$ cat src/rtl/bus_dump_serializer.sv
// Streams a captured snapshot of a wide debug bus into the UART TX FIFO, word 0
// first and MSB-first within each word, then appends a modulo-2^8 checksum byte.
module bus_dump_serializer #(
  parameter int unsigned UART_BUS_SIZE = 8,
  parameter int unsigned WORD_SIZE     = 32,
  parameter int unsigned DATA_BUS_SIZE = 1024
) (
  input  logic                     i_clk,
  input  logic                     i_reset,
  input  logic                     i_start,
  input  logic [DATA_BUS_SIZE-1:0] i_data,
  input  logic                     i_uart_full,
  output logic                     o_uart_wr,
  output logic [UART_BUS_SIZE-1:0] o_uart_data,
  output logic                     o_busy,
  output logic                     o_done
);

  localparam int unsigned BYTES_PER_WORD = WORD_SIZE / UART_BUS_SIZE;
  localparam int unsigned N_BYTES        = DATA_BUS_SIZE / UART_BUS_SIZE;
  localparam int unsigned IDX_W          = (N_BYTES > 1) ? $clog2(N_BYTES) : 1;
  localparam logic [IDX_W-1:0] LAST_IDX  = IDX_W'(N_BYTES - 1);

  generate
    if ((WORD_SIZE == 0) || (WORD_SIZE % UART_BUS_SIZE != 0)) begin : g_bad_word
      $error("bus_dump_serializer: WORD_SIZE must be a non-zero multiple of UART_BUS_SIZE");
    end
    if (DATA_BUS_SIZE % WORD_SIZE != 0) begin : g_bad_bus
      $error("bus_dump_serializer: DATA_BUS_SIZE must be a multiple of WORD_SIZE");
    end
  endgenerate

  typedef enum logic [1:0] {
    ST_IDLE,
    ST_SEND,
    ST_CKSUM,
    ST_DONE
  } state_t;

  state_t                   state;
  state_t                   state_next;
  logic [DATA_BUS_SIZE-1:0] snapshot;
  logic [IDX_W-1:0]         idx;
  logic [UART_BUS_SIZE-1:0] cksum;
  logic [UART_BUS_SIZE-1:0] payload;
  logic                     wr;

  // Stream order as a static byte table: entry k is byte k of the dump.
  logic [UART_BUS_SIZE-1:0] payload_bytes [N_BYTES];

  for (genvar k = 0; k < N_BYTES; k++) begin : g_byte_map
    localparam int unsigned W = k / BYTES_PER_WORD;
    localparam int unsigned B = k % BYTES_PER_WORD;
    assign payload_bytes[k] =
      snapshot[W*WORD_SIZE + WORD_SIZE - 1 - B*UART_BUS_SIZE -: UART_BUS_SIZE];
  end

  always_comb payload = payload_bytes[idx];

  always_ff @(posedge i_clk or posedge i_reset) begin
    if (i_reset) begin
      state <= ST_IDLE;
    end else begin
      state <= state_next;
    end
  end

  always_comb begin
    state_next = state;
    wr         = 1'b0;
    unique case (state)
      ST_IDLE: begin
        if (i_start) state_next = ST_SEND;
      end
      ST_SEND: begin
        wr = !i_uart_full;
        if (wr && (idx == LAST_IDX)) state_next = ST_CKSUM;
      end
      ST_CKSUM: begin
        wr = !i_uart_full;
        if (wr) state_next = ST_DONE;
      end
      ST_DONE: begin
        state_next = ST_IDLE;
      end
      default: state_next = ST_IDLE;
    endcase
  end

  always_ff @(posedge i_clk or posedge i_reset) begin
    if (i_reset) begin
      snapshot <= '0;
      idx      <= '0;
      cksum    <= '0;
    end else if ((state == ST_IDLE) && i_start) begin
      snapshot <= i_data;
      idx      <= '0;
      cksum    <= '0;
    end else if ((state == ST_SEND) && wr) begin
      cksum <= cksum + payload;
      // Index saturates on the last byte; CKSUM does not look at it.
      if (idx != LAST_IDX) idx <= idx + 1'b1;
    end
  end

  always_comb begin
    o_uart_data = '0;
    unique case (state)
      ST_SEND:  o_uart_data = payload;
      ST_CKSUM: o_uart_data = cksum;
      default:  o_uart_data = '0;
    endcase
  end

  assign o_uart_wr = wr;
  assign o_busy    = (state != ST_IDLE);
  assign o_done    = (state == ST_DONE);

endmodule

$ cat config.mk
export PLATFORM = sky130hd
export DESIGN_NAME = bus_dump_serializer
export DESIGN_NICKNAME = d
export VERILOG_FILES = /design/src/rtl/bus_dump_serializer.sv
export SDC_FILE = /design/constraint.sdc
export NUM_CORES = 2
export LEC_CHECK = 0
export ABC_AREA = 1
export ABC_CLOCK_PERIOD_IN_PS = 61400
export CORE_AREA = 2 2 410 412
export CTS_BUF_LIST = sky130_fd_sc_hd__clkbuf_8 sky130_fd_sc_hd__clkbuf_16
export DETAILED_ROUTE_END_ITERATION = 10
export DIE_AREA = 0 0 412 414
export PLACE_DENSITY = 0.54
export SETUP_SLACK_MARGIN = 0.02
export SLEW_MARGIN = 20
export SYNTH_ARGS = -nofsm -noshare
export SYNTH_HDL_FRONTEND = slang
export SYNTH_SLANG_ARGS = --single-unit
$ cat constraint.sdc
create_clock -name i_clk -period 61.4 [get_ports i_clk]
set_input_delay 6.14 -clock i_clk [delete_from_list [all_inputs] [get_ports i_clk]]
set_output_delay 6.14 -clock i_clk [all_outputs]
set_load 0.01 [all_outputs]
# Yosys cells after proc, flatten, opt, wreduce, memory -nomap -nowiden
# Index checks and enable logic that the tools add are counted.
[op_classes] order_cmp=1 n_addsub=2 reduce_logical=11 mux=14 n_eq_ne=8 n_bitwise=1
[ops] operator="$bmux W8 S7" n=1
[ops] operator="$mux W8" n=4
[ops] operator="$mux W7" n=3
[ops] operator="$pmux W8 S2" n=1
[ops] operator="$add A8 B8 Y8" n=1
[ops] operator="$ge A8 B8 Y1 const B" n=1
[ops] operator="$not A7 Y8" n=1
[ops] operator="$pmux W2 S4" n=1
[ops] operator="$add A7 B1 Y7 const B" n=1
[ops] operator="$eq A7 B7 Y1 const B" n=1
[ops] operator="$ne A7 B7 Y1 const B" n=1
[ops] operator="$mux W2" n=3
[ops] operator="$ne A2 B2 Y1 const B" n=3
[ops] operator="$reduce_bool A2 Y1" n=3
[ops] operator="$eq A2 B2 Y1 const B" n=2
[ops] operator="$logic_and A1 B1 Y1" n=3
[ops] operator="$reduce_and A3 Y1" n=1
[ops] operator="$eq A2 B1 Y1 const B" n=1
[ops] operator="$logic_not A2 Y1" n=1
[ops] operator="$reduce_and A2 Y1" n=1
[ops] operator="$reduce_or A2 Y1" n=1
[ops] operator="$logic_not A1 Y1" n=1
[ops] operator="$mux W1" n=1
[totals] word_cells=41 output_inout_bits=11 register_bits=1041

# Longest topological paths before layout
[depth] depth_word=7 ltp_mapped=26 depth_no_buf=24

# Worst setup path after synthesis
# OpenSTA, ideal clock, no wires.
[synth_path] kind="input-to-output" startpoint="input port i_uart_full" endpoint="output port o_uart_wr" t_arrival_ns=6.397 t_required_ns=55.260 stages=1 n_path_buf=0 slack_ns=48.863 path_cell_list="nor2_1"
[synth_via] elab_chain_cells=2
[synth_rtl] item="start: declaration" line_no="12" rtl="input logic i_uart_full,"
[synth_rtl] item="$logic_not A1 Y1" line_no="76, 80"
[synth_rtl] item="$mux W1"
[synth_rtl] item="end: declaration" line_no="13" rtl="output logic o_uart_wr,"
# Every way passes these cells.

# Worst setup path in the final report
# Same ends and word-level chain as after synthesis.

==> summary.md <==
| Metric | Value |
|---|---|
| Cell taking the most area after synthesis | `dfrtp_1` |
| Setup TNS | `0 ns` |
| #FFs+latches synth | `1,041` |
| Hold Buf Count CTS | `0` |
| Final Max Slew Viols | `0` |
| Critical-path cell list | `clkdlybuf4s50_1 -> nor2_1 -> clkdlybuf4s50_1` |
| Iteration-0 DRC Markers | `4,816` |
| Finish-stage setup viols | `0` |
| CTS Buf Count | `119` |
| Clock buffer depth | `3` |
| Vias per inst | `4.828` |
| # H-tree levels | `3` |
| Top cells by area, synth | `dfrtp_1 53%, nand2_1 23%, o21ai_0 6.7%` |
| Number of max-cap violations | `0` |
| CP arrival | `7.43 ns` |
| Mapped Area | `49,540 sq um` |
| Worst path top cell family by delay | `buffers and inverters` |
| Final wirelength | `219,500 microns` |
| Share of layout cells above drive strength 1 | `3.497%` |
| Fmax | `73.71 MHz` |
| # DRC | `0` |
| Net count after synthesis | `7,640` |
| TritonCTS clock tree | `built` |
| Latest clock arrival within the worst-skew pair | `0.75 ns` |
| Critical Path Most Common Cell | `clkdlybuf4s50_1` |
| Status | `complete, no violations` |
| CTS Sinks | `1,041` |
| Synth-to-Final Area Change | `32.03%` |
| Initial antenna violation count | `63` |
| Distinct cells, synth | `33` |
| Worst-path maximum fanout | `3` |
| GRT Total Usage | `25.07%` |
| Post-route setup slack | `47.83 ns` |
| Starting Density | `29.79%` |
| Leak | `0.03132 uW` |
| Met1 GRT Util | `31.53%` |
| Final Wtd Congestion | `0.8972` |
| DP HPWL | `154,400 microns` |
| Ys Warns | `0` |
| Setup Buffers After CTS | `0` |
| CP endpoint kind | `output port` |
| IO Port Bufs | `1,038` |
| RSZ-0062 raised after global routing | `no` |
| Setup crit start kind | `input pin` |
| Avg Cell Area, Syn | `7.509 sq um` |
| Slowest CP cell | `clkdlybuf4s50_1` |
| Clock Pin Slew Worst Setup and Hold Paths | `0.06 ns` |
| Placed cell area | `61,180 sq um` |
| Ys flop type | `dfrtp_1` |
| Top cell type's share of synthesized area | `52.58%` |
| Clk_skew | `0.06372 ns` |
| Slew Limit Headroom | `19.99%` |
| Crit path buf inv count | `2` |
| Crit Path Class | `input pin to output port` |
| # nets final | `8,411` |
| Worst-Margin Slew | `1.200 ns` |
| CP peak stage delay | `0.61 ns` |
| Post-CTS sizing | `0` |
| Seq/Total Area, Yosys | `52.58%` |
| Met2 usage | `42.23%` |
| Pwr Density | `49.86 nW/um^2` |
| Fin cells | `9,702` |
| Vias | `46,846` |
| First-pass GRT wire length | `316,400 microns` |
| Endpoints failing hold | `0` |
| Fraction of registers with async set/reset | `100.0%` |
| Worst Path Required | `55.26 ns` |
| Length of the first detailed-routing pass in iterations | `6` |
| Fin area | `65,410 sq um` |
| Mapped Cells | `6,598` |
| DR WL/cell | `22.63 microns` |
| Worst hold path type | `flop to flop` |
| Post-DRT Antenna Nets | `0` |
| Period Utilization, post-route | `22.10%` |
| Dpl ws | `47.84 ns` |
| # rows | `150` |
| Core area | `166,300 sq um` |
| Number of synthesized flops with an enable pin | `0` |
| Total gr overflow | `0` |
| Die Span X | `412 microns` |
| Die H | `414 microns` |
| Root Buffer | `clkbuf_16` |
| Peak supply drop | `0.02503 mV` |
| Inst Count DP | `9,450` |
| Number of global-route vias before repair | `46,365` |
| Worst hold slack | `0.4718 ns` |
| Die ar. | `170,600 sq um` |
| Ports | `1,039` |
| Met3 Resource Use GR | `4.567%` |
| Final min period | `13.57 ns` |
| Most frequent cells in the layout | `3,008 x nand2_1, 1,038 x clkdlybuf4s50_1, 1,037 x dfrtp_1, 659 x o21ai_0, 397 x nor2_1` |
| Commonest non-fill, non-tap cell in the layout | `nand2_1` |
| GRT Max-Usage Layer | `met2` |
| Largest net degree at the start of global routing | `226` |
==> stage by stage <==
| stage | util [%] | power [uW] |
|---|---|---|
| finish | 39.34 | 3261 |
| global route | 39.32 | 3514 |
| floorplan | - | 2028 |
| global placement | 36.80 | 2523 |
| CTS | 39.25 | 3301 |
| detailed placement | 36.80 | 2543 |
==> Yosys cell counts (2+ instances only) <==
cell type and count:
buf_4 51, clkbuf_1 288, dfrtp_1 1041, and2_1 8, inv_2 4, inv_1 358
clkinv_1 3, buf_1 19, o211ai_1 154, nor2_1 399, nand3_1 322, o22ai_1 10
o21ai_1 12, buf_2 66, ha_1 13, a21boi_0 2, o21ai_0 659, a21oi_1 151
nand2_1 3010, nor3_1 2, buf_6 14
==> final timing paths <==
kind	from	slack, ns	cells after the start	endpoint
max in group asynchronous	i_reset	50.67	8	snapshot[387]
setup reg to reg	idx[0]	55.57	24	cksum[7]
hold reg to reg	snapshot[298]	0.47	2	snapshot[298]
setup / recovery	i_uart_full	47.83	3	o_uart_wr
hold / removal	snapshot[298]	0.47	2	snapshot[298]
min in group asynchronous	i_reset	6.01	2	snapshot[1008]
==> report_power, final <==
part	internal, uW	switching (uW)	leakage (uW)
logic	429	919	0.0163
registers	1010	160	0.0129
clock network	431	313	0.00210
total	1870	1390	0.0313
==> worst reg2reg max path, cell delays in order (launching register included) <==
cell and delay (ns):
dfrtp_4 0.70, inv_8 0.58, buf_12 0.48, buf_4 1.08, nand2_1 0.14, nand3_1 0.17, o21ai_0 0.11, nand2_1 0.07
nand2_1 0.06, nor2_1 0.29, nand2_1 0.10, nand3_1 0.09, nand3_1 0.19, and2_1 0.21, ha_1 0.33, a21oi_1 0.15
and2_1 0.19, o221ai_1 0.15, or2_2 0.30, nand2_1 0.08, inv_1 0.04, nand2_1 0.05, nand2_1 0.04, nand2_1 0.05
nand2_1 0.06
==> kinds of logic (layout without fill, tap and decap cells) <==
kind of cell             count (synthesis)  in the layout  share of synthesized area (%)
AO/OA/AOI/OAI                          991            991                          10.84
XOR/XNOR                                 1              1                        0.01768
adder cells (fa/ha/maj)                 14             14                         0.3687
buffers and inverters                  805           1670                          6.920
flip-flops                            1041           1041                          52.58
other                                    0             35                              0
AND/OR/NAND/NOR                       3746           3746                          29.27
==> registers in the layout, indices dropped and copies added, names as in the netlist <==
register  count
cksum         8
idx           7
state         2
snapshot   1024
==> layout make-up <==
type / count / area, sq um
Antenna cell: 35 / 87.58
Clock buffer: 147 / 3386
Clock inverter: 68 / 693.2
Fill cell: 17312 / 100900
Inverter: 365 / 1405
Multi-Input combinational cell: 4752 / 20080
Sequential cell: 1041 / 26060
Tap cell: 2204 / 2758
Timing Repair Buffer: 1090 / 10930
==> layer usage <==
metal  vias up  wire length [microns]
li1      22292                      -
met1     22586                  89110
met2      1618                 107500
met3       324                  14090
met4        26                   8653
met5         -                    161
Power figures use the tool's default switching activity.
